## config.mk

```make
export PLATFORM = sky130hd
export DESIGN_NAME = btn_pulse_gen
export DESIGN_NICKNAME = d
export VERILOG_FILES = /design/src/rtl/btn_pulse_gen.sv
export SDC_FILE = /design/constraint.sdc
export NUM_CORES = 1
export LEC_CHECK = 0
export CORE_ASPECT_RATIO = 0.75
export CORE_MARGIN = 2
export CORE_UTILIZATION = 55
export CTS_BUF_LIST = sky130_fd_sc_hd__clkbuf_2 sky130_fd_sc_hd__clkbuf_4 sky130_fd_sc_hd__clkbuf_8
export CTS_CLUSTER_DIAMETER = 120
export DETAILED_ROUTE_END_ITERATION = 7
export PLACE_DENSITY = 0.89
export SYNTH_ARGS = -nofsm -noshare
export SYNTH_HDL_FRONTEND = slang
export SYNTH_SLANG_ARGS = --single-unit
```

## constraint.sdc

```tcl
create_clock -name clk -period 1.5 [get_ports clk]
set_input_delay 0.375 -clock clk [delete_from_list [all_inputs] [get_ports clk]]
set_output_delay 0.375 -clock clk [all_outputs]
set_load 0.03 [all_outputs]
```

## src/rtl/btn_pulse_gen.sv

```systemverilog
`default_nettype none
// ============================================================================
// Module   : btn_pulse_gen
// Purpose  : Per-channel sync, debounce and edge-selectable single-cycle pulse
//            generator. Define AUTO_REPEAT_EN to add hold-to-repeat pulses.
// Revision : 1.0 - initial release
// ============================================================================
module btn_pulse_gen #(
  parameter int CH            = 4,
  parameter int DB_CYCLES     = 16,
  parameter int EDGE_MODE     = 0,
  parameter int REPEAT_DELAY  = 1000,
  parameter int REPEAT_PERIOD = 200
) (
  input  logic          clk,
  input  logic          reset_n,
  input  logic [CH-1:0] btn_in,
  input  logic          enable,
  output logic [CH-1:0] btn_pulse,
  output logic [CH-1:0] btn_level
);

  localparam int                 C_CNT_W    = $clog2(DB_CYCLES + 1);
  localparam logic [C_CNT_W-1:0] C_CNT_LAST = C_CNT_W'(DB_CYCLES - 1);
  localparam logic               C_RISE_EN  = (EDGE_MODE == 0) || (EDGE_MODE == 2);
  localparam logic               C_FALL_EN  = (EDGE_MODE == 1) || (EDGE_MODE == 2);

  logic [CH-1:0]      sync1_q, sync1_d;
  logic [CH-1:0]      sync2_q, sync2_d;
  logic [CH-1:0]      stable_q, stable_d;
  logic [CH-1:0]      pulse_q, pulse_d;
  logic [C_CNT_W-1:0] cnt_q [CH];
  logic [C_CNT_W-1:0] cnt_d [CH];
  logic [CH-1:0]      w_accept;
  logic [CH-1:0]      w_rpt_fire;

  // Debounce: the new level is taken only after DB_CYCLES consecutive
  // disagreeing samples; any agreeing sample restarts the count.
  always_comb begin
    sync1_d  = btn_in;
    sync2_d  = sync1_q;
    stable_d = stable_q;
    w_accept = '0;
    for (int i = 0; i < CH; i++) begin
      cnt_d[i] = '0;
      if (sync2_q[i] != stable_q[i]) begin
        if (cnt_q[i] == C_CNT_LAST) begin
          w_accept[i] = 1'b1;
          stable_d[i] = sync2_q[i];
        end else begin
          cnt_d[i] = cnt_q[i] + 1'b1;
        end
      end
    end
  end

  always_comb begin
    pulse_d = '0;
    for (int i = 0; i < CH; i++) begin
      pulse_d[i] = enable & ((C_RISE_EN & w_accept[i] &  sync2_q[i]) |
                             (C_FALL_EN & w_accept[i] & ~sync2_q[i]) |
                             w_rpt_fire[i]);
    end
  end

  always_ff @(posedge clk or negedge reset_n) begin
    if (!reset_n) begin
      sync1_q  <= '0;
      sync2_q  <= '0;
      stable_q <= '0;
      pulse_q  <= '0;
      for (int i = 0; i < CH; i++) begin
        cnt_q[i] <= '0;
      end
    end else begin
      sync1_q  <= sync1_d;
      sync2_q  <= sync2_d;
      stable_q <= stable_d;
      pulse_q  <= pulse_d;
      for (int i = 0; i < CH; i++) begin
        cnt_q[i] <= cnt_d[i];
      end
    end
  end

`ifdef AUTO_REPEAT_EN
  if (EDGE_MODE != 1) begin : g_repeat
    localparam int C_RPT_MAX = (REPEAT_DELAY > REPEAT_PERIOD) ? REPEAT_DELAY : REPEAT_PERIOD;
    localparam int C_RPT_W   = $clog2(C_RPT_MAX + 1);
    localparam logic [C_RPT_W-1:0] C_DLY_LAST = C_RPT_W'(REPEAT_DELAY - 1);
    localparam logic [C_RPT_W-1:0] C_PER_LAST = C_RPT_W'(REPEAT_PERIOD - 1);

    logic [C_RPT_W-1:0] rpt_cnt_q [CH];
    logic [C_RPT_W-1:0] rpt_cnt_d [CH];
    logic [CH-1:0]      rpt_per_q, rpt_per_d;

    // Counter restarts on the press edge (stable still 0 there) and is held
    // clear whenever the debounced level is low or about to fall.
    always_comb begin
      w_rpt_fire = '0;
      rpt_per_d  = '0;
      for (int i = 0; i < CH; i++) begin
        rpt_cnt_d[i] = '0;
        if (stable_q[i] && !w_accept[i]) begin
          if (rpt_cnt_q[i] == (rpt_per_q[i] ? C_PER_LAST : C_DLY_LAST)) begin
            w_rpt_fire[i] = 1'b1;
            rpt_per_d[i]  = 1'b1;
          end else begin
            rpt_cnt_d[i] = rpt_cnt_q[i] + 1'b1;
            rpt_per_d[i] = rpt_per_q[i];
          end
        end
      end
    end

    always_ff @(posedge clk or negedge reset_n) begin
      if (!reset_n) begin
        rpt_per_q <= '0;
        for (int i = 0; i < CH; i++) begin
          rpt_cnt_q[i] <= '0;
        end
      end else begin
        rpt_per_q <= rpt_per_d;
        for (int i = 0; i < CH; i++) begin
          rpt_cnt_q[i] <= rpt_cnt_d[i];
        end
      end
    end
  end else begin : g_no_repeat
    assign w_rpt_fire = '0;
  end
`else
  assign w_rpt_fire = '0;
`endif

  assign btn_pulse = pulse_q;
  assign btn_level = stable_q;

endmodule
`default_nettype wire

```

==> impl_metrics.csv <==
group,metric,value,unit
floorplan,core,2308,sq um
synthesis,synth_ff_type,"dfrtp_1",
worst_setup_path,r2r_start,"cnt_q[5]",
drt,drt_iter0_drc,32,
timing,hold_viol,0,
clock_network,ctsRootBufferMaster,"clkbuf_4",
floorplan,die_w,61.18,um
worst_setup_path,path_class,"reg2out",
clock_network,clk_latency,330,ps
grt,grt_usage,18.45,%
worst_setup_path,r2r_end,"btn_level[2]",
grt,grt_pass1_wl,3.539,mm
worst_setup_path,slowest_stage,"dlygate4sd2_1",
floorplan,start_util,58.43,%
drt,routedWlPerCell,12.88,um
power,power_density,989.1,nW/um^2
power,seq_power_share,64.4,%
cells_and_area,drive_gt1_share,14.73,%
worst_setup_path,reg2reg_slack,210,ps
synthesis,syn_inst,103,
power,swShare,22.44,%
timing,finalSetupViolCount,0,
worst_setup_path,critPathLaunch,"btn_level[0]",
grt,overflow,0,
clock_network,post_cts_buffers,0,
drt,vias,826,
timing,tns,0,ps
worst_setup_path,path_depth,1,
floorplan,row_count,15,
worst_setup_path,cpPeakStageDelay,400,ps
synthesis,synth_edf_count,0,
placement,io_buffer_count,14,
drt,drc_errors,0,
drt,routed_wl,2.099,mm
min_path,hold_start,"sync1_q[3]",
floorplan,top_level_ports,15,
worst_setup_path,endpoint,"btn_level[0]",
synthesis,synth_nets,114,
timing,fin_skew,12.22,ps
synthesis,syn_area_per_cell,13.10,sq um
grt,grt_pass1_vias,831,
drt,vias_per_cell,5.067,
worst_setup_path,required,1120,ps
worst_setup_path,cp.arrival,1080,ps
synthesis,syn-cell-area,1349,sq um
timing,worst_pin_slew,292.6,ps
clock_network,cts_hold_buf,0,
clock_network,path_clk_slew,100,ps
synthesis,yosys.area.top_type,"dfrtp_1",
power,comb_power_share,6.4,%
timing,period_minus_slack,1455,ps
placement,place_hpwl,1.524,mm
timing,slew_violations,0,
synthesis,yosysWarnings,0,
power,ir_worst_vdd,0.0005630,V
run,cap_violations,0,
worst_setup_path,cp_cell_sequence,"dlygate4sd2_1",
power,internal-power,0.001246,W
grt,antenna_found_initial,0,
cells_and_area,syn_to_final_growth,20.41,%
min_path,hold_path_class,"reg2reg",
timing,fin_crit_sh,97.00,%
status,run_status,"finished, final reports clean",
cells_and_area,fin_nets,140,
worst_setup_path,reg2reg_depth,4,
timing,max_freq,0.6873,GHz
clock_network,cts_buffers,5,
drt,ant_nets,0,
floorplan,die_h,46.89,um
drt,firstDrtPassIters,2,
power,power_switching,0.0003605,W
worst_setup_path,crit_buf_inv,1,
timing,slew_headroom,80.32,%
clock_network,cts_tree,"built",
worst_setup_path,cp_top_family,"buffers and inverters",
synthesis,synthDistinctLibCells,15,
floorplan,dieArea,2868,sq um
synthesis,yosysSeqAreaShare,66.79,%
power,p_clk_share,29.2,%
clock_network,htree_levels,2,
worst_setup_path,endpoint_kind,"primary output",
clock_network,clock-sinks,36,
cells_and_area,antennaDiodeCount,0,
synthesis,synth-async-reset-ratio,100.0,%
synthesis,ys_seq_elements,36,
grt,grt_max_degree,37,
synthesis,yosysMostFrequentCell,"dfrtp_1",
synthesis,synth_area_leaders,"dfrtp_1 67%, xor2_1 7.8%, nor2_1 4.2%",
timing,rsz0062_at_grt,"false",
synthesis,synthTopCellsByCount,"36 x dfrtp_1, 15 x nor2_1, 12 x xor2_1",
power,power,0.001606,W
placement,gp_congestion,0.7127,
power,total_leakage_power,0.8663,nW
synthesis,synth_top_area_share,66.79,%
clock_network,clock_path_buffers,2,
worst_setup_path,worstPathMaxFanout,2,
clock_network,cts_resized,8,
worst_setup_path,startpoint_type,"flop",
[cell families after synthesis]
group / Yosys count / synth area share [%]
AO/OA/AOI/OAI: 4 / 1.484
XOR/XNOR: 12 / 7.792
adder cells (fa/ha/maj): 4 / 3.711
buffers and inverters: 3 / 0.8348
flip-flops: 36 / 66.79
multiplexers: 4 / 3.339
AND/OR/NAND/NOR: 40 / 16.05
[worst min path at each step]
stage	depth (start not counted)	slack (ps)	end
3_5_place_dp	0	340	sync2_q[2]
4_1_cts	0	350	sync2_q[3]
2_1_floorplan	0	80	btn_level[0]
5_1_grt	0	360	sync2_q[3]
6_report	0	350	sync2_q[3]
3_3_place_gp	0	330	sync2_q[2]
[cells in the final DEF, fill, tap and decap left out, types with 4 or more instances in the layout]
cell type,synthesis,layout
ha_1,4,4
dlygate4sd2_1,0,6
nand3_2,4,4
clkdlybuf4s50_1,0,6
mux2_1,4,4
nand3_1,4,4
dfrtp_1,36,36
nor2_1,15,15
xor2_1,12,12
buf_4,0,4
nor4_1,4,4
clkbuf_4,0,6
nand2_1,4,4
o21ai_1,4,4
[sequential cells by signal (all words and copies together), names as in the netlist]
register   count
sync1_q        4
btn_level      4
sync2_q        4
btn_pulse      4
cnt_q         20
[power by group through the flow]
stage / registers (W) / logic [W] / clock network (W)
6_report: 0.00103 / 0.000103 / 0.000469
5_1_grt: 0.00104 / 0.000118 / 0.000527
4_1_cts: 0.00103 / 0.000106 / 0.000491
3_5_place_dp: 0.00105 / 0.000106 / 0
3_3_place_gp: 0.00105 / 0.0000986 / 0
2_1_floorplan: 0.00105 / 0.0000506 / 0
[cell type report]
cell class                      instances  area [sq um]
Clock buffer                            6         45.04
Tap cell                               34         42.54
Fill cell                             169         684.4
Multi-Input combinational cell         64         436.7
Timing Repair Buffer                   19         182.7
Inverter                                3         11.26
Clock inverter                          1         5.005
Sequential cell                        36         900.9
[metrics by stage]
stage / hold slack [ps] / cell area [sq um] / util [%] / worst slack [ps] / cells
after detailed placement: 335.6 / 1582 / 68.51 / 103.8 / 156
after CTS: 354.6 / 1622 / 70.24 / 21.17 / 163
after global routing: 361.0 / 1624 / 70.35 / 0.02987 / 163
after global placement: 332.6 / 1582 / 68.51 / 143.5 / 156
final: 347.8 / 1624 / 70.35 / 44.94 / 163
after floorplan: 79.41 / 1349 / - / 330.0 / 103
[routing by layer]
metal  share of wire [%]  vias up  GRT usage (%)
met2                  50       18          29.79
met3                 4.9        8          6.612
met1                  43      402          21.28
li1                    -      398              -
met4                 2.0        0          11.74
met5                   0        -              0
(Power assumes the default switching activity.)
